<file path="config.mk">
export PLATFORM = sky130hd
export DESIGN_NAME = gpu_wb_bridge
export DESIGN_NICKNAME = d
export VERILOG_FILES = /design/src/rtl/gpu_bus_pkg.sv /design/src/rtl/gpu_wb_addr_decode.sv /design/src/rtl/gpu_wb_bridge.sv
export SDC_FILE = /design/constraint.sdc
export NUM_CORES = 1
export LEC_CHECK = 0
export ABC_AREA = 1
export CORE_UTILIZATION = 35
export CTS_CLUSTER_SIZE = 28
export DETAILED_ROUTE_END_ITERATION = 10
export PLACE_DENSITY = 0.78
export SKIP_CTS_REPAIR_TIMING = 1
export SLEW_MARGIN = 20
export SYNTH_ARGS = -nofsm -noshare
export SYNTH_HDL_FRONTEND = slang
export SYNTH_SLANG_ARGS = --single-unit
</file>
<file path="constraint.sdc">
create_clock -name clk_100MHz -period 1.3 [get_ports clk_100MHz]
set_input_delay 0.13 -clock clk_100MHz [delete_from_list [all_inputs] [get_ports clk_100MHz]]
set_output_delay 0.13 -clock clk_100MHz [all_outputs]
set_load 0.02 [all_outputs]
</file>
<file path="src/rtl/gpu_bus_pkg.sv">
// rtl/gpu_bus_pkg.sv - shared types and helpers for the GPU Wishbone bridge
package gpu_bus_pkg;

    localparam int WB_DATA_W = 32;
    localparam int WB_SEL_W  = 4;

    typedef enum logic [2:0] {
        IDLE,
        WR,
        RD,
        ACK,
        UNM
    } bus_state_t;

    function automatic int clog2(input int value);
        int r;
        r = 0;
        for (int i = 0; i < 31; i++) begin
            if ((1 << i) < value) r = i + 1;
        end
        return r;
    endfunction

endpackage

</file>
<file path="src/rtl/gpu_wb_addr_decode.sv">
// rtl/gpu_wb_addr_decode.sv - region index to one-hot target select plus mapped flag
module gpu_wb_addr_decode
    import gpu_bus_pkg::*;
#(
    parameter int NUM_TGT = 4,
    parameter int IDX_W   = (clog2(NUM_TGT) < 1) ? 1 : clog2(NUM_TGT)
) (
    input  logic [IDX_W-1:0]   idx,
    output logic [NUM_TGT-1:0] onehot,
    output logic               mapped
);

    always_comb begin
        onehot = '0;
        for (int t = 0; t < NUM_TGT; t++) begin
            if (idx == IDX_W'(t)) onehot[t] = 1'b1;
        end
    end

    assign mapped = (32'(idx) < 32'(NUM_TGT));

endmodule

</file>
<file path="src/rtl/gpu_wb_bridge.sv">
// rtl/gpu_wb_bridge.sv - Wishbone-classic slave front end fanning out to GPU target regions
// Optional WB_ERR_EN: unmapped accesses terminate with wb_err_o and are counted.
module gpu_wb_bridge
    import gpu_bus_pkg::*;
#(
    parameter int ADDR_W       = 27,
    parameter int NUM_TGT      = 4,
    parameter int DEC_LSB      = 12,
    parameter int READ_LATENCY = 1
) (
    input  logic                           clk_100MHz,
    input  logic                           reset_n,
    input  logic                           wb_cyc_i,
    input  logic                           wb_stb_i,
    input  logic                           wb_we_i,
    input  logic [WB_SEL_W-1:0]            wb_sel_i,
    input  logic [ADDR_W-1:0]              wb_adr_i,
    input  logic [WB_DATA_W-1:0]           wb_dat_i,
    output logic [WB_DATA_W-1:0]           wb_dat_o,
    output logic                           wb_ack_o,
    output logic                           wb_err_o,
    output logic [NUM_TGT-1:0]             o_tgt_we,
    output logic [NUM_TGT-1:0]             o_tgt_re,
    output logic [ADDR_W-1:0]              o_tgt_addr,
    output logic [WB_DATA_W-1:0]           o_tgt_wdata,
    output logic [WB_SEL_W-1:0]            o_tgt_sel,
    input  logic [NUM_TGT*WB_DATA_W-1:0]   i_tgt_rdata
);

    localparam int TGT_IDX_W = (clog2(NUM_TGT) < 1) ? 1 : clog2(NUM_TGT);

    bus_state_t             state;
    logic [2:0]             cnt;
    logic [TGT_IDX_W-1:0]   idx;
    logic [TGT_IDX_W-1:0]   idx_q;
    logic [NUM_TGT-1:0]     dec_onehot;
    logic [NUM_TGT-1:0]     oh_q;
    logic                   dec_mapped;
    logic [WB_DATA_W-1:0]   rd_sel;

    assign idx = wb_adr_i[DEC_LSB +: TGT_IDX_W];

    gpu_wb_addr_decode #(
        .NUM_TGT (NUM_TGT),
        .IDX_W   (TGT_IDX_W)
    ) u_decode (
        .idx    (idx),
        .onehot (dec_onehot),
        .mapped (dec_mapped)
    );

    always_comb begin
        rd_sel = '0;
        for (int t = 0; t < NUM_TGT; t++) begin
            if (idx_q == TGT_IDX_W'(t)) rd_sel = i_tgt_rdata[t*WB_DATA_W +: WB_DATA_W];
        end
    end

`ifdef WB_ERR_EN
    // The spare index just past the last target exposes the unmapped-access counter.
    localparam bit                   STATUS_EN  = NUM_TGT < (1 << TGT_IDX_W);
    localparam logic [TGT_IDX_W-1:0] STATUS_IDX = TGT_IDX_W'(NUM_TGT);

    logic       we_q;
    logic       err_q;
    logic [7:0] unm_cnt;

    assign wb_err_o = err_q;
`else
    assign wb_err_o = 1'b0;
`endif

    always_ff @(posedge clk_100MHz) begin
        if (!reset_n) begin
            state       <= IDLE;
            cnt         <= '0;
            idx_q       <= '0;
            oh_q        <= '0;
            o_tgt_we    <= '0;
            o_tgt_re    <= '0;
            o_tgt_addr  <= '0;
            o_tgt_wdata <= '0;
            o_tgt_sel   <= '0;
            wb_dat_o    <= '0;
            wb_ack_o    <= 1'b0;
`ifdef WB_ERR_EN
            we_q        <= 1'b0;
            err_q       <= 1'b0;
            unm_cnt     <= '0;
`endif
        end else begin
            o_tgt_we <= '0;
            o_tgt_re <= '0;
            wb_ack_o <= 1'b0;
`ifdef WB_ERR_EN
            err_q    <= 1'b0;
`endif
            case (state)
                IDLE: begin
                    if (wb_cyc_i && wb_stb_i) begin
                        o_tgt_addr  <= wb_adr_i;
                        o_tgt_wdata <= wb_dat_i;
                        o_tgt_sel   <= wb_sel_i;
                        idx_q       <= idx;
                        oh_q        <= dec_onehot;
`ifdef WB_ERR_EN
                        we_q        <= wb_we_i;
`endif
                        if (!dec_mapped) begin
                            state <= UNM;
                        end else if (wb_we_i) begin
                            state <= WR;
                        end else begin
                            // Read strobe fires on entry so the latency count starts with it.
                            state    <= RD;
                            o_tgt_re <= dec_onehot;
                            cnt      <= 3'(READ_LATENCY);
                        end
                    end
                end
                WR: begin
                    o_tgt_we <= oh_q;
                    wb_ack_o <= 1'b1;
                    state    <= ACK;
                end
                RD: begin
                    if (!wb_cyc_i) begin
                        state <= IDLE;
                    end else if (cnt == 3'd0) begin
                        wb_dat_o <= rd_sel;
                        wb_ack_o <= 1'b1;
                        state    <= ACK;
                    end else begin
                        cnt <= cnt - 3'd1;
                    end
                end
                ACK: begin
                    wb_dat_o <= '0;
                    state    <= IDLE;
                end
                UNM: begin
`ifdef WB_ERR_EN
                    if (STATUS_EN && !we_q && idx_q == STATUS_IDX) begin
                        wb_ack_o <= 1'b1;
                        wb_dat_o <= {{(WB_DATA_W-8){1'b0}}, unm_cnt};
                    end else begin
                        err_q <= 1'b1;
                        if (unm_cnt != 8'hFF) unm_cnt <= unm_cnt + 8'd1;
                    end
`else
                    wb_ack_o <= 1'b1;
                    wb_dat_o <= '0;
`endif
                    state <= ACK;
                end
                default: state <= IDLE;
            endcase
        end
    end

endmodule

</file>
==> impl_metrics.json, run 1 <==
{
  "ff2ff_setup_slack_ns": -0.27,
  "root_buffer": "clkbuf_16",
  "clock_skew_ns": 0.00799,
  "endpoint_kind": "flop",
  "io_pins": 301,
  "grt_pass1_vias": 5431,
  "antennaDiodeCount": 0,
  "clkSinkCount": 113,
  "wirelength_mm": 22.4,
  "portBuffers": 299,
  "clk_path_buf_depth": 2,
  "dpl.hpwl_mm": 13.9,
  "synthTopCellsByArea": "dfxtp_1 (44%), nand2_1 (21%), a21oi_1 (9.9%), nor2_1 (5.3%), nand3_1 (3.9%)",
  "worstSetupStartpointType": "flop",
  "yosysMostFrequentCell": "nand2_1",
  "wire_per_inst_um": 17.1,
  "syn_inst": 775,
  "clk_latency_ns": 0.41,
  "maxSlewViolCount": 0,
  "required_ns": 1.63,
  "drtIter0Drc": 344,
  "critPathKind": "reg2reg",
  "path_cells": "inv_2, ha_2, nand2_4, nor2_4, buf_6, a21oi_4, buf_12, clkbuf_16, nand2_1, a21oi_1",
  "cp_slowest_stage_delay_ns": 0.34,
  "avgSynthCellArea_um2": 6.67,
  "synth_seq_cells": 113,
  "finalSetupViolCount": 109,
  "final-hold-violation-count": 0,
  "status": "finished, violations left",
  "synth_async_sr_flop_share_pct": 0,
  "peakVddDrop_v": 0.00116,
  "min_period_ns": 1.57,
  "ys_seq_area_share_pct": 43.8,
  "slowest_stage": "dfxtp_1",
  "hold_ws_ns": 0.270,
  "area_growth_pct": 101,
  "r2r-end": "wb_dat_o[25]$_SDFFE_PN0P_",
  "cp_max_fo": 8,
  "antenna_found_initial": 0,
  "place.gp.congestion": 0.876,
  "grtUsageTotal_pct": 23.5,
  "min_path_cells": 3,
  "hp-class": "in2reg",
  "route.detailed.drc": 0,
  "die_h_um": 124,
  "reg2reg_from": "cnt[1]$_SDFFE_PN0P_",
  "ys.flop_type": "dfxtp_1",
  "grt_max_degree": 34,
  "dr.pass1.iters": 7,
  "synth_cell_types": 24,
  "violations": "negative setup slack",
  "fmax_mhz": 638,
  "vias_per_cell": 4.85,
  "grt_setup_unrepaired": "true",
  "final_nets": 1316,
  "final.period_utilization_pct": 121,
  "synth_edf_count": 0,
  "gr-total-overflow": 0,
  "syn_nets": 978,
  "num_vias": 6356,
  "cts_max_level": 4,
  "synth_top_cell_by_area": "dfxtp_1",
  "p_total_uw": 15600,
  "grt_pass1_wl_mm": 27.2,
  "ys_top_cells_by_count": "nand2_1 (287), dfxtp_1 (113), a21oi_1 (102), nor2_1 (73), inv_1 (51)",
  "numCtsBuffers": 17,
  "drtAntennaViolNets": 0,
  "whs_endpoint": "o_tgt_addr[1]$_SDFFE_PN0P_",
  "cts_tree": "done",
  "rows": 44,
  "arrival_ns": 1.90,
  "dieArea_um2": 15300,
  "cellPowerDensity_nw_per_um2": 1500,
  "die_w_um": 124,
  "ys_warn_count": 0,
  "p_leak_uw": 0.00590,
  "synth_top_cell_area_share_pct": 43.8,
  "layout-drive-gt1-share_pct": 17.9,
  "netlist_area_um2": 5170,
  "hp-start": "wb_adr_i[1]",
  "initial_core_util_pct": 35.7,
  "reg2regPathDepth": 10,
  "cts.reportedPaths.clkPinSlew_ns": 0.06,
  "drv_cap": 0,
  "setup_ws_ns": -0.267,
  "core_area_um2": 14500
}
[sequential cells by signal, indices dropped and copies added (netlist names)]
name and cells:
o_tgt_sel 4, wb_ack_o 1, wb_dat_o 32, o_tgt_addr 27, o_tgt_wdata 32, oh_q 4
o_tgt_we 4, state 2, o_tgt_re 4, cnt 3
[area by class of cell]
class	count	area, µm²
multi-input combinational	563	2890
sequential	113	2270
clock buffer	18	429
tap	184	230
clock inverter	14	183
inverter	53	215
timing repair buffer	365	4170
fill	1045	4090
[worst max-delay path: cells and delay by family (launching register included)]
kind            cells  cell delay [ns]
compound gates      2             0.26
simple gates        3             0.20
buf+inv             4             0.49
flops               1             0.34
fa+ha+maj           1             0.19
[worst max path at each step]
stage,start,to,slack (ns)
4_1_cts,o_tgt_addr[12]$_SDFFE_PN0P_,o_tgt_addr[12],-0.33
5_1_grt,cnt[1]$_SDFFE_PN0P_,wb_dat_o[8]$_SDFFE_PN0P_,-0.31
2_1_floorplan,state[1]$_SDFFE_PN0P_,o_tgt_addr[2]$_SDFFE_PN0P_,-0.01
3_3_place_gp,wb_cyc_i,wb_dat_o[19]$_SDFFE_PN0P_,-0.26
3_5_place_dp,wb_cyc_i,wb_dat_o[12]$_SDFFE_PN0P_,-0.33
6_report,cnt[1]$_SDFFE_PN0P_,wb_dat_o[25]$_SDFFE_PN0P_,-0.27
[per-layer routing]
metal / vias to the layer above / share of wire, % / track usage, %
li1: 3130 / - / -
met4: 0 / 2.8 / 8.73
met3: 51 / 5.3 / 6.41
met5: - / 0 / 0
met1: 2953 / 42 / 27.5
met2: 222 / 50 / 40.7
[cell families after synthesis]
logic type / count (synthesis) / synth area share, %
simple gates: 424 / 33.4
compound gates: 129 / 12.8
flops: 113 / 43.8
buf+inv: 101 / 8.35
fa+ha+maj: 7 / 1.69
other cells: 1 / 0.0725
[cells in the final DEF (no fill, tap or decap), types with 3 or more instances in the layout]
| cell | instances |
|---|---|
| nand2_4 | 7 |
| buf_6 | 9 |
| clkdlybuf4s50_1 | 196 |
| clkinvlp_4 | 3 |
| inv_2 | 6 |
| clkbuf_16 | 25 |
| inv_1 | 43 |
| nand2_2 | 28 |
| buf_4 | 29 |
| a21oi_2 | 29 |
| buf_12 | 19 |
| nor2_1 | 71 |
| nand3_1 | 38 |
| nand2_8 | 3 |
| nor3_2 | 4 |
| a211oi_2 | 3 |
| ha_4 | 4 |
| bufinv_16 | 3 |
| o21ai_0 | 21 |
| a21oi_1 | 73 |
| nand3b_1 | 12 |
| clkinv_4 | 6 |
| nand2_1 | 254 |
| dfxtp_1 | 109 |
| nor2_4 | 3 |
| dlymetal6s2s_1 | 103 |
[power by group]
group          switching (µW)  internal [µW]  leakage [µW]  total (µW)
Combinational            3430           3090       0.00469        6520
Sequential                298           3940      0.000921        4230
Clock                    1760           3040      0.000293        4800
Total                    5490          10100       0.00590       15600
[per-stage QoR]
| stage | utilization [%] | TNS (ns) | cells | area (µm²) | setup WS, ns |
|---|---|---|---|---|---|
| 4_1_cts | 64.4 | -38.41 | 1287 | 9330 | -0.327 |
| 3_5_place_dp | 60.2 | -19.89 | 1255 | 8720 | -0.327 |
| 5_1_grt | 71.7 | -21.72 | 1310 | 10400 | -0.311 |
| 6_report | 71.7 | -15.42 | 1310 | 10400 | -0.267 |
| 2_1_floorplan | - | -1.09 | 775 | 5200 | -0.0148 |
| 3_3_place_gp | 60.2 | -16.35 | 1255 | 8720 | -0.262 |
Note: power is estimated with default switching activity, not from simulation.
==> run 2: changes to the inputs <==
--- a/config.mk
+++ b/config.mk
@@ -6,6 +6,7 @@
 export NUM_CORES = 1
 export LEC_CHECK = 0
 export ABC_AREA = 1
+export CORE_ASPECT_RATIO = 1.1
 export CORE_UTILIZATION = 35
 export CTS_CLUSTER_SIZE = 28
 export DETAILED_ROUTE_END_ITERATION = 10
==> constraint.sdc (replaced) <==
create_clock -name clk_100MHz -period 1.3 [get_ports clk_100MHz]
set_input_delay 0.13 -clock clk_100MHz [delete_from_list [all_inputs] [get_ports clk_100MHz]]
set_output_delay 0.13 -clock clk_100MHz [all_outputs]
set_load 0.1 [all_outputs]
==> run 2 against run 1 <==
Against the previous run: first-iteration DRC count is 17% lower; maximum frequency is 1.4% higher; critical path depth is 1 lower; highest routed layer unchanged; clock skew is 0.0016 ns higher; non-clock buffer count is 12 lower; clock power hardly changed; the run still ends with negative setup slack left.
==> impl_metrics.json, run 2 (same netlist as run 1, synthesis figures left out) <==
{
  "drtAntennaViolNets": 0,
  "vias_per_cell": 4.91,
  "cts_max_level": 4,
  "clk_path_buf_depth": 2,
  "path_cells": "inv_4, ha_4, nand2_4, nor2_4, buf_6, a21oi_4, clkbuf_16, nand2_1, a21oi_1",
  "fillers": 941,
  "initial_core_util_pct": 35.8,
  "dr.pass1.iters": 5,
  "cp_num_buf_inv": 3,
  "reg2regPathDepth": 9,
  "maxSlewViolCount": 0,
  "route.detailed.drc": 0,
  "fmax_mhz": 647,
  "critPathTopFamily": "buffers and inverters",
  "p_seq_share_pct": 24.0,
  "clkSinkCount": 113,
  "p_int_uw": 11000,
  "grt_max_degree": 48,
  "drtIter0Drc": 285,
  "antenna_found_initial": 1,
  "hp-start": "wb_adr_i[2]",
  "final_common_cell": "nand2_1",
  "whs_endpoint": "o_tgt_addr[2]$_SDFFE_PN0P_",
  "portBuffers": 299,
  "rows": 46,
  "final_util_pct": 77.0,
  "p_leak_uw": 0.00453,
  "min_period_ns": 1.54,
  "required_ns": 1.63,
  "place.gp.congestion": 0.820,
  "grt_pass1_vias": 5785,
  "arrival_ns": 1.87,
  "cts.reportedPaths.clkPinSlew_ns": 0.06,
  "grtUsageTotal_pct": 23.9,
  "sw_frac_of_total_pct": 41.0,
  "combPwrFrac_pct": 50.3,
  "die_h_um": 129,
  "final_nets": 1303,
  "cts_tree": "done",
  "drv_cap": 0,
  "grt_pass1_wl_mm": 29.0,
  "r2r-end": "wb_dat_o[15]$_SDFFE_PN0P_",
  "core_area_um2": 14400,
  "status": "finished, violations left",
  "numCtsBuffers": 17,
  "finalSetupViolCount": 108,
  "pwr-share-clk_pct": 25.7,
  "slowest_stage": "dfxtp_4",
  "cp_slowest_stage_delay_ns": 0.37,
  "clk_latency_ns": 0.40,
  "critPathKind": "reg2reg",
  "final.period_utilization_pct": 119,
  "hp-class": "in2reg",
  "peakVddDrop_v": 0.00109,
  "num_vias": 6404,
  "setup_ws_ns": -0.245,
  "violations": "negative setup slack",
  "root_buffer": "clkbuf_16",
  "die_w_um": 118,
  "final_cell_mix": "nand2_1 (249), clkdlybuf4s50_1 (195), buf_12 (118)",
  "worstSetupStartpointType": "flop",
  "dpl.hpwl_mm": 14.2,
  "wirelength_mm": 22.1,
  "min_path_cells": 3,
  "reg2reg_from": "state[0]$_SDFFE_PN0P_",
  "final-hold-violation-count": 0,
  "layout-drive-gt1-share_pct": 27.2,
  "top_regs": "o_tgt_wdata (32), wb_dat_o (32), o_tgt_addr (27)",
  "power.switching_uw": 7640,
  "gr-total-overflow": 0,
  "wire_per_inst_um": 16.9,
  "area_growth_pct": 115,
  "cellPowerDensity_nw_per_um2": 1670,
  "hold_ws_ns": 0.281,
  "cp_max_fo": 8,
  "clock_skew_ns": 0.00963,
  "dieArea_um2": 15300,
  "endpoint_kind": "flop",
  "ff2ff_setup_slack_ns": -0.24,
  "io_pins": 301,
  "grt_setup_unrepaired": "true"
}
-- run 2: area by class of cell --
cell class                      instances  area, µm²  area share (%)
Antenna cell                            1       2.50          0.0225
Clock inverter                          9        131            1.18
Tap cell                              192        240            2.16
Timing Repair Buffer                  353       4860            43.7
Multi-Input combinational cell        562       2920            26.2
Sequential cell                       113       2280            20.5
Inverter                               53        223            2.00
Clock buffer                           22        474            4.26
-- run 2: layer usage --
metal	track usage, %	wire (µm)	up-vias
met5	0	0	-
met2	43.0	11400	275
li1	-	-	3091
met4	9.88	544	0
met3	8.49	1770	42
met1	25.7	8300	2996
-- run 2: worst register-to-register path, stage by stage (launching register included) --
cell	delay, ns
dfxtp_4	0.37
inv_4	0.04
ha_4	0.17
nand2_4	0.07
nor2_4	0.05
buf_6	0.11
a21oi_4	0.23
clkbuf_16	0.24
nand2_1	0.06
a21oi_1	0.14
-- run 2: worst max-delay path by stage --
stage                                           start                      endpoint  depth (start not counted)
after floorplan           o_tgt_addr[13]$_SDFFE_PN0P_     wb_dat_o[23]$_SDFFE_PN0P_                          7
after global placement                       wb_cyc_i   o_tgt_addr[12]$_SDFFE_PN0P_                          6
after detailed placement                     wb_cyc_i      wb_dat_o[1]$_SDFFE_PN0P_                          7
after CTS                       state[1]$_SDFFE_PN0P_  o_tgt_wdata[16]$_SDFFE_PN0P_                          7
after global routing            state[0]$_SDFFE_PN0P_  o_tgt_wdata[21]$_SDFFE_PN0P_                          8
final                           state[0]$_SDFFE_PN0P_     wb_dat_o[15]$_SDFFE_PN0P_                          9
-- run 2: through the flow --
| stage | power [µW] | TNS [ns] | instance area [µm²] | std cells | setup WS (ns) |
|---|---|---|---|---|---|
| final | 18600 | -19.39 | 11100 | 1305 | -0.245 |
| after global routing | 19400 | -26.26 | 11100 | 1305 | -0.334 |
| after CTS | 17100 | -17.72 | 10300 | 1282 | -0.266 |
| after detailed placement | 12400 | -25.72 | 9660 | 1251 | -0.321 |
| after global placement | 12200 | -20.41 | 9660 | 1251 | -0.269 |
| after floorplan | 9110 | -1.02 | 5270 | 775 | -0.0421 |
-- run 2: power groups by stage --
stage / clock, µW / sequential [µW] / combinational [µW]
floorplan: 0 / 6810 / 2300
CTS: 4810 / 4400 / 7940
global route: 5010 / 4530 / 9830
global placement: 0 / 4440 / 7800
detailed placement: 0 / 4470 / 7900
finish: 4780 / 4470 / 9360
==> run 3: changes to the inputs <==
--- a/config.mk
+++ b/config.mk
@@ -6,11 +6,10 @@
 export NUM_CORES = 1
 export LEC_CHECK = 0
 export ABC_AREA = 1
-export CORE_ASPECT_RATIO = 1.1
-export CORE_UTILIZATION = 35
+export CORE_UTILIZATION = 40
 export CTS_CLUSTER_SIZE = 28
 export DETAILED_ROUTE_END_ITERATION = 10
-export PLACE_DENSITY = 0.78
+export PLACE_DENSITY = 0.84
 export SKIP_CTS_REPAIR_TIMING = 1
 export SLEW_MARGIN = 20
 export SYNTH_ARGS = -nofsm -noshare
==> constraint.sdc (replaced) <==
create_clock -name clk_100MHz -period 1.98 [get_ports clk_100MHz]
set_input_delay 0.198 -clock clk_100MHz [delete_from_list [all_inputs] [get_ports clk_100MHz]]
set_output_delay 0.198 -clock clk_100MHz [all_outputs]
set_load 0.1 [all_outputs]
==> run 3 against run 2 <==
Against the previous run: the flow now finishes without violations; flip-flop and latch count stayed put; critical path type unchanged; clock skew decreased by 0.00060 ns; first-iteration DRC count up 16%; hold slack gained 0.069 ns; die area down 12%; maximum frequency fell by 12%; cell area is 22% lower; critical endpoint is now wb_dat_o[17]$_SDFFE_PN0P_; sequential share of layout area rose by 5.6 points; largest power group unchanged.
==> impl_metrics.json, run 3 (same netlist as run 1, synthesis figures left out) <==
{
  "grtUsageTotal_pct": 26.0,
  "wire_per_inst_um": 14.5,
  "reg2reg_from": "state[0]$_SDFFE_PN0P_",
  "drv_cap": 0,
  "p_int_uw": 5910,
  "initial_core_util_pct": 41.0,
  "ff2ff_setup_slack_ns": 0.22,
  "final.period_utilization_pct": 89.1,
  "place.gp.congestion": 0.890,
  "setup_ws_ns": 0.215,
  "cellPowerDensity_nw_per_um2": 1180,
  "pwr-share-clk_pct": 30.8,
  "area_growth_pct": 68.0,
  "cts_tree": "done",
  "multiInputGateArea_um2": 2480,
  "final_nets": 1261,
  "final_cell_mix": "nand2_1 (287), clkdlybuf4s50_1 (195), dfxtp_1 (112)",
  "num_vias": 5997,
  "dpl.hpwl_mm": 13.1,
  "hp-class": "in2reg",
  "clkSinkCount": 113,
  "final_util_pct": 68.8,
  "rows": 41,
  "timing.setup.tns_ns": 0,
  "required_ns": 2.25,
  "grt_setup_unrepaired": "false",
  "top_regs": "o_tgt_wdata (32), wb_dat_o (32), o_tgt_addr (27)",
  "sw_frac_of_total_pct": 42.4,
  "dr.pass1.iters": 5,
  "root_buffer": "clkbuf_16",
  "antenna_found_initial": 0,
  "gr-total-overflow": 0,
  "final_common_cell": "nand2_1",
  "grt_max_degree": 68,
  "clk_latency_ns": 0.40,
  "r2r-end": "wb_dat_o[17]$_SDFFE_PN0P_",
  "die_w_um": 116,
  "portBuffers": 299,
  "reg2regPathDepth": 9,
  "drtIter0Drc": 330,
  "fillers": 1070,
  "worstSetupStartpointType": "flop",
  "fmax_mhz": 567,
  "route.detailed.drc": 0,
  "critPathKind": "reg2reg",
  "peakVddDrop_v": 0.000893,
  "antennaDiodeCount": 0,
  "hold_ws_ns": 0.350,
  "dpl_worst_slack_ns": 0.231,
  "dieArea_um2": 13400,
  "p_seq_share_pct": 26.9,
  "maxSlewViolCount": 0,
  "status": "completed",
  "final-hold-violation-count": 0,
  "endpoint_kind": "flop",
  "vias_per_cell": 4.83,
  "p_leak_uw": 0.00384,
  "ff_latch_area_um2": 2260,
  "clock_skew_ns": 0.00902,
  "layout-drive-gt1-share_pct": 15.0,
  "finalSetupViolCount": 0,
  "grt_pass1_vias": 5402,
  "hp-start": "wb_dat_i[18]",
  "grt_pass1_wl_mm": 26.9,
  "die_h_um": 116,
  "power.switching_uw": 4350,
  "whs_endpoint": "o_tgt_wdata[18]$_SDFFE_PN0P_",
  "cts_max_level": 4,
  "numCtsBuffers": 17,
  "min_path_cells": 3,
  "wirelength_mm": 18.0,
  "core_area_um2": 12600,
  "cp_max_fo": 32,
  "drtAntennaViolNets": 0,
  "arrival_ns": 2.03,
  "clk_path_buf_depth": 2,
  "cts.reportedPaths.clkPinSlew_ns": 0.06,
  "io_pins": 301,
  "combPwrFrac_pct": 42.3,
  "min_period_ns": 1.76
}
run 3: changes by cell type in the layout (fill, tap and decap cells not counted), moves of 7 or more:
cell       before  now
buf_12        118    7
buf_4          19  110
nand2_1       249  287
a21oi_1        65  102
a21oi_2        36    1
nand2_2        31    3
clkbuf_16      27   17
nand2_4         9    0
buf_6           7    0
run 3: critical path: stages (launching register included):
cell and delay (ns):
dfxtp_1 0.39, inv_1 0.11, ha_1 0.26, nand2_2 0.14
nor2_4 0.06, nand2_2 0.05, buf_4 0.33, nor2_1 0.07
nand2_1 0.12, a21oi_1 0.09
run 3: area by class of cell:
cell class	count	area share, %
clock inverter	14	2.19
timing repair buffer	312	33.6
tap	172	2.48
sequential	113	26.1
clock buffer	17	4.90
multi-input combinational	561	28.5
inverter	53	2.29
run 3: worst max-delay path by stage:
stage,start,to,depth (start not counted)
after floorplan,o_tgt_addr[12]$_SDFFE_PN0P_,wb_dat_o[2]$_SDFFE_PN0P_,8
after global placement,wb_cyc_i,wb_dat_o[16]$_SDFFE_PN0P_,8
after detailed placement,wb_cyc_i,wb_dat_o[17]$_SDFFE_PN0P_,8
after CTS,state[0]$_SDFFE_PN0P_,wb_dat_o[17]$_SDFFE_PN0P_,9
after global routing,state[0]$_SDFFE_PN0P_,wb_dat_o[17]$_SDFFE_PN0P_,9
final,state[0]$_SDFFE_PN0P_,wb_dat_o[17]$_SDFFE_PN0P_,9
run 3: per-stage QoR:
stage                     cells  total power (µW)  instance area, µm²
after floorplan             775              5880                5170
after global placement     1211              7070                8070
after detailed placement   1211              7100                8070
after CTS                  1242             10300                8690
after global routing       1242             10700                8690
final                      1242             10300                8690
run 3: metal layers:
layer / up-vias / track usage [%] / routed length (µm)
li1: 2998 / - / -
met2: 234 / 44.2 / 8650
met4: 0 / 11.3 / 620
met5: - / 0 / 0
met3: 49 / 6.59 / 1320
met1: 2716 / 31.1 / 7430
run 3: power by group through the flow:
stage / clock [µW] / combinational, µW / sequential (µW)
floorplan: 0 / 1410 / 4460
finish: 3160 / 4340 / 2760
CTS: 3220 / 4330 / 2760
detailed placement: 0 / 4300 / 2800
global placement: 0 / 4280 / 2790
global route: 3320 / 4620 / 2790
